===== config.mk =====
export PLATFORM = sky130hd
export DESIGN_NAME = fifo_reader
export DESIGN_NICKNAME = d
export VERILOG_FILES = /design/src/rtl/fifo_reader.sv
export SDC_FILE = /design/constraint.sdc
export NUM_CORES = 1
export LEC_CHECK = 0
export CAP_MARGIN = 15
export CORE_MARGIN = 2
export CORE_UTILIZATION = 50
export CTS_CLUSTER_SIZE = 10
export DETAILED_ROUTE_END_ITERATION = 10
export HOLD_SLACK_MARGIN = 0.15
export MAX_ROUTING_LAYER = met4
export PLACE_DENSITY = 0.9
export SLEW_MARGIN = 10
export SYNTH_ARGS = -nofsm -noshare
export SYNTH_HDL_FRONTEND = slang
export SYNTH_SLANG_ARGS = --single-unit

===== constraint.sdc =====
create_clock -name clk -period 4.6 [get_ports clk]
set_input_delay 0.92 -clock clk [delete_from_list [all_inputs] [get_ports clk]]
set_output_delay 0.92 -clock clk [all_outputs]
set_load 0.02 [all_outputs]

===== src/rtl/fifo_reader.sv =====
// Drains a synchronous FIFO into a 2-entry valid/ready output buffer with IDLE/RUN/FLUSH control.
// Define FIFO_READER_COUNT_EN to enable the rd_count delivered-word counter.
module fifo_reader #(
  parameter int FIFO_WIDTH = 16,
  parameter int CNT_WIDTH  = 16
) (
  input  logic                  clk,
  input  logic                  rst_n,
  input  logic                  en,
  output logic                  rd_en,
  input  logic [FIFO_WIDTH-1:0] data_out,
  input  logic                  empty,
  input  logic                  underflow,
  output logic [FIFO_WIDTH-1:0] m_data,
  output logic                  m_valid,
  input  logic                  m_ready,
  output logic                  busy,
  output logic                  err_underflow,
  input  logic                  clr_err,
  output logic [CNT_WIDTH-1:0]  rd_count
);

  typedef enum logic [1:0] {IDLE, RUN, FLUSH} state_t;

  state_t                state;
  logic                  inflight;
  logic [1:0]            occ;
  logic [FIFO_WIDTH-1:0] head;
  logic [FIFO_WIDTH-1:0] tail;
  logic                  pop;
  logic                  push;
  logic [2:0]            level;

  assign m_valid = (occ != 2'd0);
  assign m_data  = head;
  assign pop     = m_valid & m_ready;
  assign push    = inflight;
  assign busy    = (state != IDLE);

  // Slots committed after this edge: buffered words plus the read in flight, minus the one leaving.
  assign level = {1'b0, occ} + {2'b00, inflight} - {2'b00, pop};
  assign rd_en = (state == RUN) & ~empty & (level < 3'd2);

  // NOTE: sequential state uses non-blocking assignments so every register sees pre-edge values.
  always_ff @(posedge clk or negedge rst_n) begin
    if (!rst_n) begin
      state <= IDLE;
    end else begin
      case (state)
        IDLE:    if (en) state <= RUN;
        RUN:     if (!en) state <= FLUSH;
        FLUSH: begin
          if (en)                               state <= RUN;
          else if (!inflight && occ == 2'd0)    state <= IDLE;
        end
        default: state <= IDLE;
      endcase
    end
  end

  always_ff @(posedge clk or negedge rst_n) begin
    if (!rst_n) inflight <= 1'b0;
    else        inflight <= rd_en;
  end

  // NOTE: the buffer words are reset too, because m_data must read 0 straight out of reset.
  always_ff @(posedge clk or negedge rst_n) begin
    if (!rst_n) begin
      occ  <= 2'd0;
      head <= '0;
      tail <= '0;
    end else begin
      case ({push, pop})
        2'b10: begin
          if (occ == 2'd0) head <= data_out;
          else             tail <= data_out;
          occ <= occ + 2'd1;
        end
        2'b01: begin
          head <= tail;
          occ  <= occ - 2'd1;
        end
        2'b11: begin
          // Occupancy is unchanged; the new word lands behind whatever stays.
          if (occ == 2'd1) begin
            head <= data_out;
          end else begin
            head <= tail;
            tail <= data_out;
          end
        end
        default: ;
      endcase
    end
  end

  always_ff @(posedge clk or negedge rst_n) begin
    if (!rst_n)         err_underflow <= 1'b0;
    else if (underflow) err_underflow <= 1'b1;
    else if (clr_err)   err_underflow <= 1'b0;
  end

`ifdef FIFO_READER_COUNT_EN
  logic [CNT_WIDTH-1:0] count;

  always_ff @(posedge clk or negedge rst_n) begin
    if (!rst_n)   count <= '0;
    else if (pop) count <= count + 1'b1;
  end

  assign rd_count = count;
`else
  assign rd_count = '0;
`endif

endmodule


==> results.cfg, run 1 <==
[worst_setup_path]
worstSetupStartpointType = input pin
arrival_ns = 3.51
r2r_start = occ[1]$_DFFE_PN0P_
timing.rr.end = inflight$_DFF_PN0_
crit_start = m_ready
path_max_fanout = 4
cp-end-kind = output port
worstSetupPathType = in -> out
endpoint = rd_en
r2r_setup_slack_ns = 2.37
cp.required_ns = 3.68
reg2regPathDepth = 7

[timing]
worst_slack_ns = 0.169
maxSlewHeadroom_pct = 43.2
fin_crit_ns = 4.43
drv_slew = 0
finalHoldViolations = 0
tns_ns = 0
tightest_slew_ns = 0.850
period_share_pct = 96.3
fin_skew_ns = 0.00256
setup_violations = 0
fmax_mhz = 226
rsz0062_at_grt = no

[synth]
synth_edf_count = 0
netlist_instances = 164
ys_ff_latch = 38
synth_top_family_by_area = multiplexers
synthAdderAreaFrac_pct = 3.04
postSynth.asyncResetShare_pct = 100
synthMuxAreaShare_pct = 18.6
yosys_warnings = 0
synthSimpleGateAreaFrac_pct = 8.01
syn_area_per_cell_sq_um = 11.5
synth_xor_area_share_pct = 1.39
ys_seq_area_share_pct = 50.3
synth_flop_cell = dfrtp_1
synth_compound_area_share_pct = 8.87
ys_types = 35
ys_top_cells_by_area = dfrtp_1, mux2_2, mux2i_1
synth_top_area_share_pct = 50.3
synth_area_leader_cell = dfrtp_1
syn_area_sq_um = 1890

[global_routing]
grt_pass1_wl_mm = 5.44
grt_max_degree = 39
overflow = 0
grt_antenna_before_repair = 0
grt_util_all_layers_pct = 17.4
grt_pass1_vias = 1252

[clock_network]
path_clk_slew_ns = 0.07
clkLatencyLatePin_ns = 0.28
cts.htree.levels = 2
cts-root-buf = clkbuf_8
postCtsResizedCells = 0
numCtsBuffers = 5
tritoncts = built
clk_path_buf_depth = 2
hold_buffers = 0
post_cts_buffers = 0
clock_sink_count = 38

[place]
io_buffers = 42
post-dp-hpwl_mm = 2.25
gp_congestion = 0.795
post-place-ws_ns = 0.154
dpl_cell_area_sq_um = 2280

[die]
coreArea_sq_um = 3660
die_x_um = 65.5
start_util_pct = 51.6
row_count = 22
dieArea_sq_um = 4290
io_pins = 59
dieHeight_um = 65.5

[pwr]
p_comb_share_pct = 44.0
p_sw_mw = 0.523
netSwitchingFraction_pct = 34.2
p_leak_nw = 1.08
seqPwrFrac_pct = 37.7
powerDensity_nw_per_um2 = 637
vdd_drop_max_mv = 0.307
p_int_mw = 1.01
clockPowerShare_pct = 18.4

[finish]
diodes = 0
postLayoutCoreUtil_pct = 65.6
syn_to_final_growth_pct = 27.1
stdcell_area_sq_um = 2400
nets = 236
drive_gt1_share_pct = 17.2

[route]
drt_iter0_markers = 48
drt-total-wl_mm = 3.16
ant_nets = 0
dr.pass1.iters = 4
drc = 0
vias = 1265
routedWlPerCell_um = 12.3
via_per_inst = 4.92

[run]
maxCapViolCount = 0

[run_status]
status = finished clean

[min_path]
hold_path.class = reg -> reg
## power by group through the flow
stage	combinational, mW	clock, mW	sequential, mW
global placement	0.655	0	0.577
detailed placement	0.671	0	0.585
CTS	0.675	0.291	0.579
finish	0.673	0.281	0.577
floorplan	0.366	0	0.655
global route	0.741	0.309	0.597
## sequential cells by signal, summed over array words and instances (netlist names)
| register | count |
|---|---|
| m_data | 16 |
| tail | 16 |
| occ | 2 |
| state | 2 |
| err_underflow | 1 |
| inflight | 1 |
## worst min path at each step
stage	startpoint	end	slack [ns]	depth (start not counted)
finish	err_underflow$_DFFE_PN0P_	err_underflow$_DFFE_PN0P_	0.48	1
global route	err_underflow$_DFFE_PN0P_	err_underflow$_DFFE_PN0P_	0.50	1
CTS	err_underflow$_DFFE_PN0P_	err_underflow$_DFFE_PN0P_	0.49	1
detailed placement	err_underflow$_DFFE_PN0P_	err_underflow$_DFFE_PN0P_	0.47	1
global placement	m_data[7]$_DFFE_PN0P_	m_data[7]$_DFFE_PN0P_	0.46	2
floorplan	state[1]$_DFFE_PN0P_	state[0]$_DFFE_PN0P_	0.46	1
## metrics by stage
stage	hold slack (ns)	cells	power, mW
floorplan	0.458	179	1.02
global placement	0.460	249	1.23
detailed placement	0.469	249	1.26
CTS	0.486	256	1.54
global route	0.500	257	1.65
finish	0.479	257	1.53
## per-layer routing
metal  up-vias  global-route usage [%]  wire length [um]
li1        613                       -                 -
met1       607                    19.6              1390
met2        41                    29.5              1580
met4         0                    7.03                48
met5         -                       -                 0
met3         4                    4.62               146
## layout by cell type (no fill, tap or decap), drive strengths merged, types with 2 or more instances in the layout
| cell type | count |
|---|---|
| clkdlybuf4s50 | 41 |
| dfrtp | 38 |
| nand2 | 19 |
| mux2 | 17 |
| o21ai | 17 |
| mux2i | 16 |
| conb | 16 |
| inv | 7 |
| clkbuf | 6 |
| a21oi | 4 |
| ha | 3 |
| nor2b | 3 |
| buf | 3 |
| xnor2 | 2 |
## logic make-up after synthesis
| logic type | after synthesis |
|---|---|
| AND/OR/NAND/NOR | 30 |
| XOR/XNOR | 3 |
| AO/OA/AOI/OAI | 27 |
| multiplexers | 33 |
| buffers and inverters | 28 |
| flip-flops | 38 |
| other | 1 |
| adder cells (fa/ha/maj) | 4 |
## layout make-up
| type | instances | area, sq um |
|---|---|---|
| Clock buffer | 6 | 82.6 |
| Clock inverter | 1 | 30.0 |
| Fill cell | 299 | 1260 |
| Multi-Input combinational cell | 113 | 818 |
| Timing Repair Buffer | 44 | 434 |
| Tap cell | 48 | 60.1 |
| Inverter | 7 | 26.3 |
| Sequential cell | 38 | 951 |
## synth_stat cells, drive strengths merged (2+ instances only)
| master | number |
|---|---|
| clkbuf | 2 |
| mux2i | 16 |
| a21oi | 4 |
| nand2 | 19 |
| dfrtp | 38 |
| ha | 3 |
| nor2b | 3 |
| buf | 19 |
| mux2 | 17 |
| inv | 7 |
| o21ai | 17 |
| xnor2 | 2 |
## critical path: stages
cell and delay [ns]:
clkdlybuf4s50_1 0.58, nor2b_1 0.22, xnor2_1 0.13, nand2_1 0.08, fa_1 0.39, xor2_1 0.15
nor4b_1 0.36, clkdlybuf4s50_1 0.68
No activity file was read; power rests on OpenSTA's default activity.
==> inputs of run 2 (changes only) <==
- CAP_MARGIN: 15 -> default
- CORE_ASPECT_RATIO: default -> 1.4
- SLEW_MARGIN: 10 -> 20
==> run 2 against run 1 <==
- die area grew 0.16%
- cell area is 1.2% lower
- non-clock buffer count decreased by 1
- worst hold slack worse by 0.0027 ns
- critical path type unchanged
==> results.cfg, run 2 (synthesis results as in run 1) <==
[finish]
nets = 235
fillers = 301
diodes = 0
syn_to_final_growth_pct = 25.5
instances_no_fill = 251
most-common-layout-cells = clkdlybuf4s50_1, dfrtp_1, nand2_1
final_common_cell = clkdlybuf4s50_1
drive_gt1_share_pct = 17.2

[timing]
fin_skew_ns = 0.00324
period_share_pct = 95.8
maxSlewHeadroom_pct = 42.4
tns_ns = 0
rsz0062_at_grt = no
tightest_slew_ns = 0.861
drv_slew = 0
fmax_mhz = 227
finalHoldViolations = 0
setup_violations = 0
fin_crit_ns = 4.41

[clock_network]
clock_sink_count = 38
postCtsResizedCells = 0
hold_buffers = 0
tritoncts = built
numCtsBuffers = 5
path_clk_slew_ns = 0.07
cts.htree.levels = 2
cts-root-buf = clkbuf_8
post_cts_buffers = 0
clkLatencyLatePin_ns = 0.30
clk_path_buf_depth = 2

[global_routing]
grt_antenna_before_repair = 0
grt_pass1_vias = 1137
overflow = 0
grt_max_degree = 39
grt_pass1_wl_mm = 5.24
grt_util_all_layers_pct = 16.6

[die]
row_count = 26
dieArea_sq_um = 4300
die_x_um = 56.0
io_pins = 59
coreArea_sq_um = 3640
dieHeight_um = 76.8
start_util_pct = 51.9

[worst_setup_path]
r2r_start = occ[1]$_DFFE_PN0P_
worstSetupStartpointType = input pin
cp.required_ns = 3.68
timing.rr.end = inflight$_DFF_PN0_
path_max_fanout = 4
endpoint = rd_en
worstSetupPathType = in -> out
crit_start = m_ready
r2r_setup_slack_ns = 2.37
arrival_ns = 3.49
reg2regPathDepth = 8
cp-end-kind = output port

[route]
topRoutingLayerUsed = met4
met3_length_um = 186
drt_iter0_markers = 21
drt-total-wl_mm = 3.23
via_per_inst = 5.00
ant_nets = 0
wl_met2_mm = 1.65
routedWlPerCell_um = 12.9
wl_met1_mm = 1.32
dr.pass1.iters = 3
drc = 0
vias = 1256

[run]
maxCapViolCount = 0

[run_status]
status = finished clean

[place]
io_buffers = 42
post-dp-hpwl_mm = 2.29
dp.cells = 243
gp_congestion = 0.866

[pwr]
p_leak_nw = 1.07
vdd_drop_max_mv = 0.391
total_power_mw = 1.48
powerDensity_nw_per_um2 = 626

[min_path]
hold_path.class = reg -> reg
## run 2: changes by cell type in the layout (fill, tap and decap cells not counted)
cell	before	now
clkinvlp_4	0	1
a21oi_4	0	1
a21oi_2	1	0
buf_6	1	0
clkinv_2	0	1
bufinv_16	1	0
## run 2: area by class of cell
type	instances	area [sq um]	area share (%)
sequential	38	951	40.1
multi-input combinational	113	826	34.8
timing repair buffer	43	423	17.8
clock buffer	6	82.6	3.48
tap	42	52.6	2.21
inverter	7	26.3	1.11
clock inverter	2	12.5	0.527
## run 2: worst max-delay path, stage by stage
cell and delay, ns:
clkdlybuf4s50_1 0.57, nor2b_1 0.22, xnor2_1 0.14, nand2_1 0.08
fa_1 0.38, xor2_1 0.15, nor4b_1 0.35, clkdlybuf4s50_1 0.67
## run 2: worst min-delay path by stage
stage / from / cells after the start / endpoint / slack [ns]
finish: m_data[10]$_DFFE_PN0P_ / 2 / m_data[10]$_DFFE_PN0P_ / 0.48
floorplan: state[1]$_DFFE_PN0P_ / 1 / state[0]$_DFFE_PN0P_ / 0.46
CTS: err_underflow$_DFFE_PN0P_ / 1 / err_underflow$_DFFE_PN0P_ / 0.48
global placement: m_data[10]$_DFFE_PN0P_ / 2 / m_data[10]$_DFFE_PN0P_ / 0.46
global route: err_underflow$_DFFE_PN0P_ / 1 / err_underflow$_DFFE_PN0P_ / 0.51
detailed placement: err_underflow$_DFFE_PN0P_ / 1 / err_underflow$_DFFE_PN0P_ / 0.47
## run 2: where the power goes
group	switching [mW]	internal (mW)	total, mW
Sequential	0.0901	0.490	0.580
Combinational	0.326	0.341	0.667
Clock	0.118	0.120	0.238
Total	0.534	0.951	1.48
## run 2: stage by stage
step	util [%]	instance area, sq um	hold WS (ns)	setup slack, ns
after global placement	62.3	2270	0.461	0.235
after global routing	65.1	2370	0.511	0.0146
after CTS	64.9	2370	0.485	0.175
final	65.1	2370	0.477	0.192
after detailed placement	62.3	2270	0.468	0.175
after floorplan	-	1950	0.458	0.915
## run 2: routing by layer
metal	global-route usage [%]	up-vias
li1	-	609
met1	19.4	605
met2	25.2	36
met3	6.24	6
met4	7.86	0
met5	-	-
